**src/rtl/waverv_pkg.sv**
```systemverilog
// waverv_pkg: shared definitions for the waverv control path.
//   - RV32I major opcodes handled by the decoder
//   - ALU operation encodings driven onto `operation`
//   - instruction classes and the decoder result struct
//   - sequencer state encodings (plain constants, legacy-compatible)
//   - program_counter_source / writeback_select encodings
package waverv_pkg;

  localparam logic [6:0] OPC_OP      = 7'b0110011;
  localparam logic [6:0] OPC_OPIMM   = 7'b0010011;
  localparam logic [6:0] OPC_LOAD    = 7'b0000011;
  localparam logic [6:0] OPC_STORE   = 7'b0100011;
  localparam logic [6:0] OPC_BRANCH  = 7'b1100011;
  localparam logic [6:0] OPC_JAL     = 7'b1101111;
  localparam logic [6:0] OPC_JALR    = 7'b1100111;
  localparam logic [6:0] OPC_LUI     = 7'b0110111;
  localparam logic [6:0] OPC_AUIPC   = 7'b0010111;
  localparam logic [6:0] OPC_MISCMEM = 7'b0001111;
  // SYSTEM (ECALL/EBREAK/CSR) is deliberately absent: it decodes as illegal.

  typedef enum logic [3:0] {
    ALU_ADD  = 4'd0,
    ALU_SUB  = 4'd1,
    ALU_SLL  = 4'd2,
    ALU_SLT  = 4'd3,
    ALU_SLTU = 4'd4,
    ALU_XOR  = 4'd5,
    ALU_SRL  = 4'd6,
    ALU_SRA  = 4'd7,
    ALU_OR   = 4'd8,
    ALU_AND  = 4'd9
  } alu_op_e;

  typedef enum logic [3:0] {
    CL_OP, CL_OPIMM, CL_LOAD, CL_STORE, CL_BRANCH, CL_JAL,
    CL_JALR, CL_LUI, CL_AUIPC, CL_FENCE, CL_ILLEGAL
  } instr_class_e;

  typedef struct packed {
    instr_class_e cls;
    logic         legal;
    alu_op_e      op;
    logic         imm_en;
  } dec_t;

  typedef logic [2:0] state_t;
  localparam state_t ST_IDLE      = 3'd0;
  localparam state_t ST_FETCH     = 3'd1;
  localparam state_t ST_DECODE    = 3'd2;
  localparam state_t ST_EXECUTE   = 3'd3;
  localparam state_t ST_MEMORY    = 3'd4;
  localparam state_t ST_WRITEBACK = 3'd5;
  localparam state_t ST_TRAP      = 3'd6;

  localparam logic [1:0] PCS_PLUS4 = 2'd0;
  localparam logic [1:0] PCS_IMM   = 2'd1;
  localparam logic [1:0] PCS_ALU   = 2'd2;

  localparam logic [1:0] WB_ALU = 2'd0;
  localparam logic [1:0] WB_MEM = 2'd1;
  localparam logic [1:0] WB_PC4 = 2'd2;
  localparam logic [1:0] WB_IMM = 2'd3;

  // funct3 -> ALU op; `alt` selects SUB/SRA (instruction bit 30).
  function automatic alu_op_e alu_from_funct(input logic [2:0] f3, input logic alt);
    alu_op_e op;
    case (f3)
      3'b000:  op = alt ? ALU_SUB : ALU_ADD;
      3'b001:  op = ALU_SLL;
      3'b010:  op = ALU_SLT;
      3'b011:  op = ALU_SLTU;
      3'b100:  op = ALU_XOR;
      3'b101:  op = alt ? ALU_SRA : ALU_SRL;
      3'b110:  op = ALU_OR;
      default: op = ALU_AND;
    endcase
    return op;
  endfunction

endpackage

```
**src/rtl/control_sequencer_if.sv**
```systemverilog
// control_sequencer_if: single shared memory port handshake.
//   mem_request        sequencer -> memory  access pending
//   mem_write          sequencer -> memory  1 = store, 0 = read
//   mem_address_select sequencer -> memory  0 = PC, 1 = alu_out
//   mem_ready          memory -> sequencer  pending request completes this cycle
interface control_sequencer_if;
  logic mem_request;
  logic mem_write;
  logic mem_address_select;
  logic mem_ready;

  modport master (output mem_request, mem_write, mem_address_select, input mem_ready);
  modport slave  (input mem_request, mem_write, mem_address_select, output mem_ready);
endinterface

```
**src/rtl/control_decoder.sv**
```systemverilog
// control_decoder: combinational RV32I instruction classifier.
//   instruction  in   instruction register contents
//   dec          out  class, legality, ALU op and immediate-operand enable
module control_decoder
  import waverv_pkg::*;
(
  input  logic [31:0] instruction,
  output dec_t        dec
);
  logic [6:0] opcode;
  logic [2:0] f3;
  logic [6:0] f7;
  logic       unused_fields;

  assign opcode = instruction[6:0];
  assign f3     = instruction[14:12];
  assign f7     = instruction[31:25];
  // register specifiers and immediates belong to the datapath
  assign unused_fields = ^{instruction[24:15], instruction[11:7]};

  always_comb begin
    dec = '{cls: CL_ILLEGAL, legal: 1'b0, op: ALU_ADD, imm_en: 1'b1};
    case (opcode)
      OPC_OP: begin
        dec.cls    = CL_OP;
        dec.imm_en = 1'b0;
        dec.op     = alu_from_funct(f3, f7[5]);
        // 0100000 only encodes SUB and SRA
        dec.legal  = (f7 == 7'b0000000) ||
                     (f7 == 7'b0100000 && (f3 == 3'b000 || f3 == 3'b101));
      end
      OPC_OPIMM: begin
        dec.cls   = CL_OPIMM;
        dec.legal = 1'b1;
        // bit 30 is immediate data except for shift-right, where it picks SRAI
        dec.op    = alu_from_funct(f3, (f3 == 3'b101) && f7[5]);
      end
      OPC_LOAD: begin
        dec.cls   = CL_LOAD;
        dec.legal = !(f3 == 3'b011 || f3[2:1] == 2'b11);
      end
      OPC_STORE: begin
        dec.cls   = CL_STORE;
        dec.legal = (f3 <= 3'b010);
      end
      OPC_BRANCH: begin
        dec.cls    = CL_BRANCH;
        dec.imm_en = 1'b0;
        dec.op     = ALU_SUB;
        dec.legal  = (f3[2:1] != 2'b01);
      end
      OPC_JAL:     begin dec.cls = CL_JAL;   dec.legal = 1'b1; end
      OPC_JALR:    begin dec.cls = CL_JALR;  dec.legal = 1'b1; end
      OPC_LUI:     begin dec.cls = CL_LUI;   dec.legal = 1'b1; end
      OPC_AUIPC:   begin dec.cls = CL_AUIPC; dec.legal = 1'b1; end
      OPC_MISCMEM: begin dec.cls = CL_FENCE; dec.legal = 1'b1; end
      default: ;
    endcase
  end
endmodule

```
**src/rtl/control_sequencer.sv**
```systemverilog
// control_sequencer: multi-cycle control FSM for the waverv RV32I core.
//   clk, rst               clock; synchronous active-high reset
//   bus (master)           shared memory port request/ready handshake
//   instruction            instruction register, valid from DECODE on
//   branch_taken           comparator result, valid in EXECUTE
//   instruction_load       capture fetched word
//   program_counter_write/_source, register_write_enable, writeback_select
//   alu_immediate_enable, operation   ALU control
//   instruction_retired    one pulse per completed instruction
//   trap                   sticky; cleared only by rst
// Parameters: MEM_TIMEOUT cycles without mem_ready before trapping (0 = never),
// TIMEOUT_WIDTH width of the wait counter.
module control_sequencer
  import waverv_pkg::*;
#(
  parameter int MEM_TIMEOUT   = 16,
  parameter int TIMEOUT_WIDTH = 5
) (
  input  logic                clk,
  input  logic                rst,
  control_sequencer_if.master bus,
  input  logic [31:0]         instruction,
  input  logic                branch_taken,
  output logic                instruction_load,
  output logic                program_counter_write,
  output logic [1:0]          program_counter_source,
  output logic                register_write_enable,
  output logic [1:0]          writeback_select,
  output logic                alu_immediate_enable,
  output logic [3:0]          operation,
  output logic                instruction_retired,
  output logic                trap
);
  localparam logic [TIMEOUT_WIDTH-1:0] WAIT_LAST =
    TIMEOUT_WIDTH'((MEM_TIMEOUT > 0) ? MEM_TIMEOUT - 1 : 0);

  state_t                   state, state_nxt;
  logic [TIMEOUT_WIDTH-1:0] wait_cnt;
  logic                     waiting, timed_out;
  dec_t                     dec;

  control_decoder u_dec (
    .instruction (instruction),
    .dec         (dec)
  );

  assign waiting   = (state == ST_FETCH) || (state == ST_MEMORY);
  // the last permitted cycle still completes if mem_ready arrives in it
  assign timed_out = (MEM_TIMEOUT != 0) && (wait_cnt == WAIT_LAST) && !bus.mem_ready;

  always_comb begin
    state_nxt = state;
    case (state)
      ST_IDLE:  state_nxt = ST_FETCH;
      ST_FETCH: begin
        if (bus.mem_ready)  state_nxt = ST_DECODE;
        else if (timed_out) state_nxt = ST_TRAP;
      end
      ST_DECODE: state_nxt = dec.legal ? ST_EXECUTE : ST_TRAP;
      ST_EXECUTE: begin
        case (dec.cls)
          CL_BRANCH, CL_FENCE: state_nxt = ST_FETCH;
          CL_LOAD, CL_STORE:   state_nxt = ST_MEMORY;
          default:             state_nxt = ST_WRITEBACK;
        endcase
      end
      ST_MEMORY: begin
        if (bus.mem_ready)  state_nxt = (dec.cls == CL_LOAD) ? ST_WRITEBACK : ST_FETCH;
        else if (timed_out) state_nxt = ST_TRAP;
      end
      ST_WRITEBACK: state_nxt = ST_FETCH;
      ST_TRAP:      state_nxt = ST_TRAP;
      default:      state_nxt = ST_IDLE;
    endcase
  end

  always_ff @(posedge clk) begin
    if (rst) begin
      state    <= ST_IDLE;
      wait_cnt <= '0;
    end else begin
      state <= state_nxt;
      // every entry into a memory-wait state starts a fresh count
      if (state_nxt != state && (state_nxt == ST_FETCH || state_nxt == ST_MEMORY))
        wait_cnt <= '0;
      else if (waiting && !bus.mem_ready)
        wait_cnt <= wait_cnt + 1'b1;
    end
  end

  always_comb begin
    bus.mem_request        = 1'b0;
    bus.mem_write          = 1'b0;
    bus.mem_address_select = 1'b0;
    instruction_load       = 1'b0;
    program_counter_write  = 1'b0;
    program_counter_source = PCS_PLUS4;
    register_write_enable  = 1'b0;
    writeback_select       = WB_ALU;
    alu_immediate_enable   = 1'b0;
    operation              = ALU_ADD;
    instruction_retired    = 1'b0;
    trap                   = 1'b0;

    // ALU control stays up through MEMORY (address) and WRITEBACK
    // (JALR target and OP results are taken from alu_out there)
    if (state == ST_EXECUTE || state == ST_MEMORY || state == ST_WRITEBACK) begin
      operation            = dec.op;
      alu_immediate_enable = dec.imm_en;
    end

    case (state)
      ST_FETCH: begin
        bus.mem_request  = 1'b1;
        instruction_load = bus.mem_ready;
      end
      ST_EXECUTE: begin
        if (dec.cls == CL_BRANCH || dec.cls == CL_FENCE) begin
          program_counter_write = 1'b1;
          instruction_retired   = 1'b1;
          if (dec.cls == CL_BRANCH && branch_taken) program_counter_source = PCS_IMM;
        end
      end
      ST_MEMORY: begin
        bus.mem_request        = 1'b1;
        bus.mem_address_select = 1'b1;
        bus.mem_write          = (dec.cls == CL_STORE);
        if (dec.cls == CL_STORE && bus.mem_ready) begin
          program_counter_write = 1'b1;
          instruction_retired   = 1'b1;
        end
      end
      ST_WRITEBACK: begin
        register_write_enable = 1'b1;
        program_counter_write = 1'b1;
        instruction_retired   = 1'b1;
        case (dec.cls)
          CL_LOAD:         writeback_select = WB_MEM;
          CL_JAL, CL_JALR: writeback_select = WB_PC4;
          CL_LUI:          writeback_select = WB_IMM;
          default:         writeback_select = WB_ALU;
        endcase
        if (dec.cls == CL_JAL)       program_counter_source = PCS_IMM;
        else if (dec.cls == CL_JALR) program_counter_source = PCS_ALU;
      end
      ST_TRAP: trap = 1'b1;
      default: ;
    endcase
  end
endmodule
```
**src/flat_wrapper.sv**
```systemverilog
// flat-port wrapper written by rule: the top's interface ports become plain ports
module control_sequencer_flat import waverv_pkg::*;
#(
  parameter int MEM_TIMEOUT   = 16,
  parameter int TIMEOUT_WIDTH = 5
)
  (clk, rst, instruction, branch_taken, instruction_load, program_counter_write, program_counter_source, register_write_enable, writeback_select, alu_immediate_enable, operation, instruction_retired, trap, bus_mem_request, bus_mem_write, bus_mem_address_select, bus_mem_ready);
  control_sequencer_if bus_i ();
  input  logic clk;
  input  logic rst;
  input  logic [31:0] instruction;
  input  logic branch_taken;
  output logic instruction_load;
  output logic program_counter_write;
  output logic [1:0] program_counter_source;
  output logic register_write_enable;
  output logic [1:0] writeback_select;
  output logic alu_immediate_enable;
  output logic [3:0] operation;
  output logic instruction_retired;
  output logic trap;
  output wire logic [$bits(bus_i.mem_request)-1:0] bus_mem_request;
  output wire logic [$bits(bus_i.mem_write)-1:0] bus_mem_write;
  output wire logic [$bits(bus_i.mem_address_select)-1:0] bus_mem_address_select;
  input wire logic [$bits(bus_i.mem_ready)-1:0] bus_mem_ready;
  assign bus_mem_request = bus_i.mem_request;
  assign bus_mem_write = bus_i.mem_write;
  assign bus_mem_address_select = bus_i.mem_address_select;
  assign bus_i.mem_ready = bus_mem_ready;
  control_sequencer #(.MEM_TIMEOUT(MEM_TIMEOUT), .TIMEOUT_WIDTH(TIMEOUT_WIDTH)) u_core (.clk(clk), .rst(rst), .bus(bus_i), .instruction(instruction), .branch_taken(branch_taken), .instruction_load(instruction_load), .program_counter_write(program_counter_write), .program_counter_source(program_counter_source), .register_write_enable(register_write_enable), .writeback_select(writeback_select), .alu_immediate_enable(alu_immediate_enable), .operation(operation), .instruction_retired(instruction_retired), .trap(trap));
endmodule
```
**config.mk**
```make
export PLATFORM = sky130hd
export DESIGN_NAME = control_sequencer_flat
export DESIGN_NICKNAME = d
export VERILOG_FILES = /design/src/rtl/waverv_pkg.sv /design/src/rtl/control_sequencer_if.sv /design/src/rtl/control_decoder.sv /design/src/rtl/control_sequencer.sv /design/src/flat_wrapper.sv
export SDC_FILE = /design/constraint.sdc
export NUM_CORES = 1
export LEC_CHECK = 0
export CAP_MARGIN = 20
export CELL_PAD_IN_SITES_DETAIL_PLACEMENT = 1
export CELL_PAD_IN_SITES_GLOBAL_PLACEMENT = 2
export CORE_MARGIN = 2
export CORE_UTILIZATION = 23
export DETAILED_ROUTE_END_ITERATION = 6
export GPL_TIMING_DRIVEN = 0
export PLACE_DENSITY = 0.87
export SYNTH_ARGS = -nofsm -noshare
export SYNTH_HDL_FRONTEND = slang
export SYNTH_SLANG_ARGS = --single-unit
```
**constraint.sdc**
```tcl
create_clock -name clk -period 3.8 [get_ports clk]
set_input_delay 0.95 -clock clk [delete_from_list [all_inputs] [get_ports clk]]
set_output_delay 0.95 -clock clk [all_outputs]
set_load 0.01 [all_outputs]
```
==> impl_metrics.yaml, run 1 <==
timing:
  worst_slew_pin_slew_ps: 389.5
  finalHoldViolCount: 0
  clock.fmax_ghz: 0.2731
  hold_slack_ps: 502.7
  layout_setup_ws_ps: 138.5
  setup_viol_count_final: 0
  fin_crit_sh_pct: 96.36
  slew_viol_final: 0
  period_needed_ps: 3662
  rsz0062_at_grt: "false"
  finClkSkew_ps: 2.572
  slew_headroom_pct: 74.03
cts:
  h-tree-depth: 1
  ctsHoldBuffers: 0
  cts_sinks: 8
  cts_tree: "done"
  clockBufferDepth: 2
  clk_latency_ps: 230
  cts_root_buffer: "clkbuf_8"
  cts.clk_slew.worst_paths_ps: 40
  cts_made_buffers: 3
yosys:
  synth_ff_type: "dfxtp_1"
  ys_seq_area_share_pct: 14.53
  synth_edf_count: 0
  syn_area_um2: 1102
  async_reset_ff_share_pct: 0
  synth_top_area_share_pct: 14.53
  netlist.top_cell.by_area: "dfxtp_1"
  ys_ff_latch: 8
  avgSynthCellArea_um2: 7.205
  synth-warning-count: 0
  syn_nets: 191
  postSynthCellCount: 153
  ys_types: 51
  yosys-top-cells-area: "dfxtp_1 15%, nor2_1 6.5%, a21oi_1 5.4%"
floorplanning:
  start_util_pct: 23.65
  core_um2: 4661
  die_width_um: 73.23
  die_area_um2: 5363
  die_height_um: 73.23
  rows: 25
  ioPinCount: 53
pwr:
  leakage_uw: 0.0006912
  peakVddDrop_v: 0.0001596
  powerDensity_nw_per_um2: 198.3
  totalPowerFinal_uw: 341.2
critical_path:
  reg2reg_slack_ps: 2010
  worst_ep_required_time_ps: 2850
  r2r_start: "u_core.wait_cnt[0]$_SDFFE_PP0P_"
  endpoint: "bus_mem_write"
  path_class: "in2out"
  cp_slowest_stage_delay_ps: 530
  slowest_stage: "clkdlybuf4s50_1"
  critPathArrivalTime_ps: 2710
  crit_path_start_kind: "primary input"
  crit_chain: "dlygate4sd2_1, buf_4, a21oi_1, nor3b_2, o21a_1, and3_1, clkdlybuf4s50_1"
  worstPathMaxFanout: 10
  startpoint: "instruction[5]"
  r2r_cells: 8
  reg2reg_to: "u_core.wait_cnt[0]$_SDFFE_PP0P_"
  worstSetupEndpointType: "primary output"
layout:
  diodes: 0
  drive_gt1_share_pct: 23.62
  final_nets: 239
  area_delta_synth_final_pct: 56.07
  fin_util_pct: 36.91
grt:
  antenna_found_initial: 0
  grt_pass1_wl_um: 5706
  grt_usage_pct: 13.44
  gr-total-overflow: 0
  grt_max_degree: 11
  grt_pass1_vias: 1249
place:
  gp_congestion: 0.7733
  portBuffers: 33
  post-place-ws_ps: -464.3
  dpl.hpwl_um: 2687
routing:
  drc: 0
  vias_per_cell: 5.103
  vias: 1291
  drt_iter0_drc: 44
  drt_pre_antenna_iters: 4
  totalWireLength_um: 3451
  avgRoutedWirePerCell_um: 13.64
  ant_nets: 0
run_status:
  status: "finished, final reports clean"
hold_path:
  hp-class: "reg2reg"
job:
  cap_violations: 0
through the flow:
step	instance area, um2	setup TNS (ps)	cells
after floorplan	1102	0	153
after global placement	1500	-3363	240
after detailed placement	1500	-3358	240
after CTS	1669	0	250
after global routing	1720	0	253
final	1720	0	253
synth_stat cells, drive strengths merged, types with 2 or more instances:
master,n
dfxtp,8
inv,5
nand3b,4
o21ai,12
o32ai,2
ha,2
o2111ai,2
nor2b,8
o31ai,2
a21oi,12
o21a,3
a211oi,3
mux2i,2
and2,4
nor3,6
nand3,2
nor3b,3
and3,2
xor2,4
nand2,7
o21bai,2
buf,11
nor2,19
nand2b,6
power by group:
part           leakage [uW]  total [uW]  switching [uW]  internal, uW
Combinational      0.000605         149            80.1          69.1
Sequential        0.0000651        91.2            1.82          89.4
Clock             0.0000216         101            32.3          68.5
metal layers:
layer  vias to the layer above  global-route usage (%)  share of wire [%]
li1                        656                       -                  -
met1                       616                   17.04                 45
met2                        15                   23.42                 51
met3                         4                  0.5525                2.1
met4                         0                   5.967                1.5
met5                         -                       0                  0
final cells by class:
cell class	count	area [um2]
fill	572	2940
multi-input combinational	128	952.2
timing repair buffer	43	395.4
sequential	8	160.2
buffer	12	85.08
tap	54	67.56
clock buffer	3	41.29
inverter	5	18.77
kinds of logic after synthesis:
| kind of cell | after synthesis | share of synthesized area, % |
|---|---|---|
| AND/OR/NAND/NOR | 68 | 35.42 |
| XOR/XNOR | 5 | 3.973 |
| multiplexers | 2 | 1.816 |
| buffers and inverters | 17 | 7.718 |
| flip-flops | 8 | 14.53 |
| AO/OA/AOI/OAI | 51 | 34.28 |
| adder cells (fa/ha/maj) | 2 | 2.270 |
timing repair:
| item | CTS | global route |
|---|---|---|
| setup endpoints to repair | 11 | 10 |
| gates resized for setup | 36 | 10 |
| pin swaps | 9 | 3 |
| setup buffers | 7 | 3 |
worst min-delay path by stage:
stage	startpoint	end	cells after the start
after floorplan	u_core.wait_cnt[3]$_SDFFE_PP0P_	u_core.wait_cnt[3]$_SDFFE_PP0P_	2
final	u_core.wait_cnt[4]$_SDFFE_PP0P_	u_core.wait_cnt[4]$_SDFFE_PP0P_	2
after CTS	u_core.wait_cnt[4]$_SDFFE_PP0P_	u_core.wait_cnt[4]$_SDFFE_PP0P_	2
after global routing	u_core.wait_cnt[2]$_SDFFE_PP0P_	u_core.wait_cnt[2]$_SDFFE_PP0P_	2
after global placement	u_core.wait_cnt[3]$_SDFFE_PP0P_	u_core.wait_cnt[3]$_SDFFE_PP0P_	2
after detailed placement	u_core.wait_cnt[3]$_SDFFE_PP0P_	u_core.wait_cnt[3]$_SDFFE_PP0P_	2
cell usage in the layout (no fill, tap or decap), types with 4 or more instances in the layout:
master,synthesis,routed
clkdlybuf4s50_1,0,20
nor2_1,19,18
buf_4,3,13
a21oi_1,12,11
o21ai_0,11,8
dfxtp_1,8,8
dlygate4sd2_1,0,7
nor2b_1,8,6
nand2b_1,6,6
buf_2,8,5
inv_1,5,5
nor3_1,6,5
nand2_1,7,5
and2_1,4,4
nand3b_1,4,4
xor2_1,4,4
worst max-delay path: cells and delay by family:
family                 cells  cell delay (ps)
buffers and inverters      3             1090
AND/OR/NAND/NOR            2              370
AO/OA/AOI/OAI              2              290
registers in the layout, summed over array words and instances (netlist names):
signal,cells
u_core.wait_cnt,5
u_core.state,3
Power figures use the tool's default switching activity.
==> run 2, diff against run 1 <==
--- a/config.mk
+++ b/config.mk
@@ -5,14 +5,14 @@
 export SDC_FILE = /design/constraint.sdc
 export NUM_CORES = 1
 export LEC_CHECK = 0
+export ABC_AREA = 1
 export CAP_MARGIN = 20
 export CELL_PAD_IN_SITES_DETAIL_PLACEMENT = 1
 export CELL_PAD_IN_SITES_GLOBAL_PLACEMENT = 2
 export CORE_MARGIN = 2
-export CORE_UTILIZATION = 23
+export CORE_UTILIZATION = 20
 export DETAILED_ROUTE_END_ITERATION = 6
-export GPL_TIMING_DRIVEN = 0
-export PLACE_DENSITY = 0.87
+export PLACE_DENSITY = 0.83
 export SYNTH_ARGS = -nofsm -noshare
 export SYNTH_HDL_FRONTEND = slang
 export SYNTH_SLANG_ARGS = --single-unit
==> run 2 against run 1 <==
  * Final area up 5.5%
  * Clock-buffer cell count is the same
  * Sequential cell count did not move
  * Maximum frequency is 0.30% lower
  * Non-clock buffer count rose by 11
  * First-iteration DRC count decreased by 73%
  * Largest power group unchanged
==> impl_metrics.yaml, run 2 <==
routing:
  drt_iter0_drc: 12
  ant_nets: 0
  totalWireLength_um: 3580
  vias_per_cell: 4.272
  drt_pre_antenna_iters: 4
  avgRoutedWirePerCell_um: 11.05
  vias: 1384
  drc: 0
place:
  placed_cells: 321
  gp_congestion: 0.7618
  portBuffers: 37
  dpl.hpwl_um: 3023
hold_path:
  hp-class: "reg2reg"
layout:
  largest-register: "u_core.wait_cnt"
  final_common_cell: "nand2_1"
  final_cell_mix: "41 x nand2_1, 29 x buf_4, 24 x clkdlybuf4s50_1"
  top_regs: "u_core.wait_cnt x5, u_core.state x3"
  instances_no_fill: 324
  drive_gt1_share_pct: 30.71
  diodes: 0
  largest_reg_flops: 5
  area_delta_synth_final_pct: 67.94
  final_nets: 294
  n_fill_cell: 675
yosys:
  synth_ff_type: "dfxtp_1"
  synth.most_common_cell: "nand2_1"
  syn_area_um2: 1081
  ys_ff_latch: 8
  ys_types: 32
  netlist.top_cell.by_area: "dfxtp_1"
  syn_nets: 224
  ys_seq_area_share_pct: 14.81
  avgSynthCellArea_um2: 5.812
  postSynthCellCount: 186
  yosys-top-cells-area: "dfxtp_1 15%, nand2_1 15%, nor2_2 7.5%"
  async_reset_ff_share_pct: 0
  synth-warning-count: 0
  ys_top_cells_by_count: "42 x nand2_1, 21 x inv_1, 21 x nor2_1, 13 x nor2_2"
  synth_top_area_share_pct: 14.81
  synth_edf_count: 0
run_status:
  status: "finished, final reports clean"
timing:
  period_needed_ps: 3672
  setup_viol_count_final: 0
  fin_crit_sh_pct: 96.64
  finalHoldViolCount: 0
  worst_slew_pin_slew_ps: 518.7
  slew_headroom_pct: 65.15
  slew_viol_final: 0
  finClkSkew_ps: 1.612
  clock.fmax_ghz: 0.2723
critical_path:
  worst_ep_required_time_ps: 2850
  crit_path_start_kind: "primary input"
  critPathArrivalTime_ps: 2720
  reg2reg_slack_ps: 1740
  worstPathMaxFanout: 5
  worstSetupEndpointType: "primary output"
  path_class: "in2out"
pwr:
  leakage_uw: 0.001015
  peakVddDrop_v: 0.0002343
  powerDensity_nw_per_um2: 219.3
  totalPowerFinal_uw: 398.2
job:
  cap_violations: 0
floorplanning:
  die_area_um2: 6009
  die_height_um: 77.52
  core_um2: 5172
  ioPinCount: 53
  die_width_um: 77.52
  start_util_pct: 20.90
  rows: 26
cts:
  cts.clk_slew.worst_paths_ps: 40
  clk_latency_ps: 220
  cts_made_buffers: 3
  cts_sinks: 8
  h-tree-depth: 1
  cts_tree: "done"
  cts_root_buffer: "clkbuf_8"
  clockBufferDepth: 2
grt:
  grt_pass1_vias: 1414
  antenna_found_initial: 0
  grt_usage_pct: 12.07
  grt_max_degree: 9
  gr-total-overflow: 0
  grt_pass1_wl_um: 6154
## run 2: changes by cell type in the layout (fill, tap and decap cells not counted), moves of 6 or more
cell / previous run / this run
buf_4: 13 / 29
inv_1: 5 / 21
inv_2: 0 / 12
nand2_1: 5 / 41
nand2b_1: 6 / 0
nand3_1: 2 / 12
nor2_2: 0 / 16
nor2b_1: 6 / 0
## run 2: power breakdown
| group | total [uW] | switching (uW) | leakage [uW] | internal [uW] |
|---|---|---|---|---|
| Clock | 98.5 | 30.2 | 0.0000216 | 68.3 |
| Combinational | 196 | 110 | 0.000929 | 86.4 |
| Sequential | 103 | 10.5 | 0.0000651 | 92.9 |
## run 2: cell type report
cell class,count,area [um2],area share [%]
clock buffers,3,41.29,2.274
inverters,34,128.9,7.099
multi-input cells,143,799.5,44.04
flip-flops and latches,8,160.2,8.822
well taps,70,87.58,4.824
repair buffers,66,598.1,32.94
## run 2: metrics by stage
stage	util [%]	worst slack, ps	setup TNS (ps)	cell area (um2)	hold WS, ps
finish	35.10	127.6	0	1815	556.9
CTS	34.52	55.91	0	1785	560.2
global placement	33.82	-199.2	-418.1	1749	535.6
detailed placement	33.82	-214.9	-490.7	1749	539.1
global route	35.10	-15.64	-27.23	1815	597.9
floorplan	-	820.9	0	1081	512.6
## run 2: logic make-up (layout without fill, tap and decap cells)
kind of cell	Yosys count	in the layout	synth area share, %
simple gates	114	114	53.13
fa+ha+maj	2	2	2.314
flops	8	8	14.81
mux	1	1	0.9260
xor+xnor	3	3	2.431
buf+inv	35	103	12.62
compound gates	23	23	13.77
## run 2: final timing paths
path                                endpoint  cells past startpoint                       startpoint
max                program_counter_source[1]                     12                   instruction[0]
min          u_core.wait_cnt[3]$_SDFFE_PP0P_                      3  u_core.wait_cnt[3]$_SDFFE_PP0P_
max reg2reg  u_core.wait_cnt[2]$_SDFFE_PP0P_                     13  u_core.wait_cnt[0]$_SDFFE_PP0P_
min reg2reg  u_core.wait_cnt[3]$_SDFFE_PP0P_                      3  u_core.wait_cnt[3]$_SDFFE_PP0P_
## run 2: critical path, stage by stage
cell             delay [ps]
clkdlybuf4s50_1         440
nand2_2                 110
inv_1                    70
nand2_4                  90
nor2_2                   40
inv_1                   100
nand3_2                  80
or3_1                   300
nand3b_1                110
nand4_1                  90
inv_1                    70
dlygate4sd2_1           260
## run 2: metal layers
layer | GRT usage, % | part of all wire, % | up-vias
li1 | - | - | 733
met4 | 2.143 | 0.47 | 0
met5 | 0 | 0 | -
met2 | 20.87 | 46 | 34
met1 | 16.27 | 49 | 615
met3 | 1.395 | 4.0 | 2
## run 2: repair_timing
action	in CTS	in global routing
hold endpoints to repair	0	0
resized for setup	7	11
setup buffers	0	0
hold buffers	0	0
endpoints found under the setup margin	5	9
pin swaps	0	1
==> run 3, diff against run 2 <==
--- a/config.mk
+++ b/config.mk
@@ -13,6 +13,7 @@
 export CORE_UTILIZATION = 20
 export DETAILED_ROUTE_END_ITERATION = 6
 export PLACE_DENSITY = 0.83
+export REMOVE_ABC_BUFFERS = 1
 export SYNTH_ARGS = -nofsm -noshare
 export SYNTH_HDL_FRONTEND = slang
 export SYNTH_SLANG_ARGS = --single-unit
==> run 3 against run 2 <==
  * Routed wire length up 0.87%
  * Clock power down 1%
  * Critical path depth down 3
  * Largest cell class unchanged
  * First-iteration DRC count up 120%
  * Global-route usage up 0.17 points
  * Non-clock buffer count down 1
  * Sequential share of layout area up 0.12 points
  * Highest routed layer is now met3
==> impl_metrics.yaml, run 3 (synthesized netlist as in run 2, its figures left out) <==
floorplanning:
  core_um2: 5172
  start_util_pct: 20.90
  ioPinCount: 53
  rows: 26
  die_height_um: 77.52
  die_area_um2: 6009
  die_width_um: 77.52
pwr:
  power_report.internal_total_uw: 246.4
  pwr-share-comb_pct: 49.4
  swShare_pct: 37.75
  peakVddDrop_v: 0.0002198
  seq_power_share_pct: 26.0
  powerDensity_nw_per_um2: 221.1
  leakage_uw: 0.0009433
  switchingPower_uw: 149.4
  clkPwrFrac_pct: 24.6
routing:
  vias_per_cell: 4.303
  vias: 1390
  drt_iter0_drc: 26
  totalWireLength_um: 3611
  ant_nets: 0
  drc: 0
  avgRoutedWirePerCell_um: 11.18
  drt_pre_antenna_iters: 4
timing:
  setup_viol_count_final: 0
  finalHoldViolCount: 0
  slew_viol_final: 0
  rsz0062_at_grt: "false"
  slew_headroom_pct: 62.42
  worst_slew_pin_slew_ps: 559.4
  finClkSkew_ps: 0.7311
  period_needed_ps: 3687
  fin_crit_sh_pct: 97.04
  clock.fmax_ghz: 0.2712
critical_path:
  crit_chain: "clkdlybuf4s50_1, nand2_1, nor2_1, nand4_1, nand2_1, nand3_1, buf_4, inv_1, clkdlybuf4s50_1"
  path_class: "in2out"
  worstPathMaxFanout: 3
  worstSetupEndpointType: "primary output"
  crit_path_start_kind: "primary input"
  slowest_stage: "clkdlybuf4s50_1"
  cp_slowest_stage_delay_ps: 520
  worst_ep_required_time_ps: 2850
  r2r_start: "u_core.wait_cnt[0]$_SDFFE_PP0P_"
  startpoint: "instruction[1]"
  critPathArrivalTime_ps: 2740
place:
  gp_congestion: 0.7774
  dpl.hpwl_um: 3057
  placed_area_um2: 1742
  portBuffers: 37
cts:
  cts_root_buffer: "clkbuf_8"
  cts_tree: "done"
  h-tree-depth: 1
  clockBufferDepth: 2
  cts_sinks: 8
  ctsHoldBuffers: 0
  clk_latency_ps: 220
  cts_made_buffers: 3
  cts.clk_slew.worst_paths_ps: 40
layout:
  drive_gt1_share_pct: 30.83
  final_nets: 293
  largest-register: "u_core.wait_cnt"
  final_common_cell: "nand2_1"
  diodes: 0
  n_fill_cell: 687
  final_cell_mix: "41 x nand2_1, 28 x buf_4, 26 x clkdlybuf4s50_1"
  area_delta_synth_final_pct: 65.63
  fin_util_pct: 34.62
  finish.instance_area_um2: 1790
  largest_reg_flops: 5
  top_regs: "u_core.wait_cnt x5, u_core.state x3"
job:
  cap_violations: 0
grt:
  grt_max_degree: 9
  grt_pass1_vias: 1404
  grt_usage_pct: 12.25
  antenna_found_initial: 0
  grt_pass1_wl_um: 6175
  gr-total-overflow: 0
hold_path:
  hp-class: "reg2reg"
  hp-start: "u_core.wait_cnt[4]$_SDFFE_PP0P_"
run_status:
  status: "finished, final reports clean"
==> run 3: power groups by stage <==
| stage | Clock (uW) | Combinational (uW) | Sequential [uW] |
|---|---|---|---|
| finish | 97.4 | 195 | 103 |
| global route | 107 | 222 | 104 |
| CTS | 102 | 198 | 103 |
| detailed placement | 0 | 198 | 104 |
| global placement | 0 | 195 | 104 |
| floorplan | 0 | 120 | 102 |
==> run 3: path summary, 6_finish.rpt <==
path	to	slack, ps	cells after the start
setup / recovery	bus_mem_write	110	9
hold / removal	u_core.wait_cnt[4]$_SDFFE_PP0P_	550	2
setup reg to reg	u_core.wait_cnt[2]$_SDFFE_PP0P_	1720	13
hold reg to reg	u_core.wait_cnt[4]$_SDFFE_PP0P_	550	2
==> run 3: metal layers <==
layer / GRT usage (%) / up-vias / wire length, um
met5: 0 / - / 0
met3: 1.744 / 0 / 103
li1: - / 738 / -
met1: 16.42 / 628 / 1811
met2: 21.57 / 24 / 1695
met4: 1.071 / 0 / 0
==> run 3: stage by stage <==
step / power (uW) / std cells / hold slack (ps) / setup slack [ps] / setup TNS (ps)
floorplan: 221.5 / 185 / 512.6 / 863.3 / 0
global placement: 299.3 / 320 / 535.6 / -199.5 / -407.4
detailed placement: 302.5 / 320 / 540.3 / -239.4 / -607.7
CTS: 403.8 / 323 / 558.0 / 54.05 / 0
global route: 432.5 / 323 / 578.3 / 2.098 / 0
finish: 395.8 / 323 / 550.7 / 112.5 / 0
==> run 3: worst max-delay path: cells and delay by family <==
family	cells	cell delay, ps
and+or+nand+nor	5	630
buffers and inverters	4	1160
==> run 3: what timing repair did <==
action                                  4_1_cts  5_1_grt
resized for setup                             8        9
endpoints found under the hold margin         0        0
endpoints found under the setup margin        6        7
cloned                                        0        0
buffers inserted                              0        0
==> run 3: final cells by class <==
type | count | area [um2] | area share, %
Inverter | 34 | 128.9 | 7.198
Multi-Input combinational cell | 143 | 794.5 | 44.37
Tap cell | 70 | 87.58 | 4.892
Sequential cell | 8 | 160.2 | 8.945
Clock buffer | 3 | 41.29 | 2.306
Timing Repair Buffer | 65 | 578.1 | 32.29
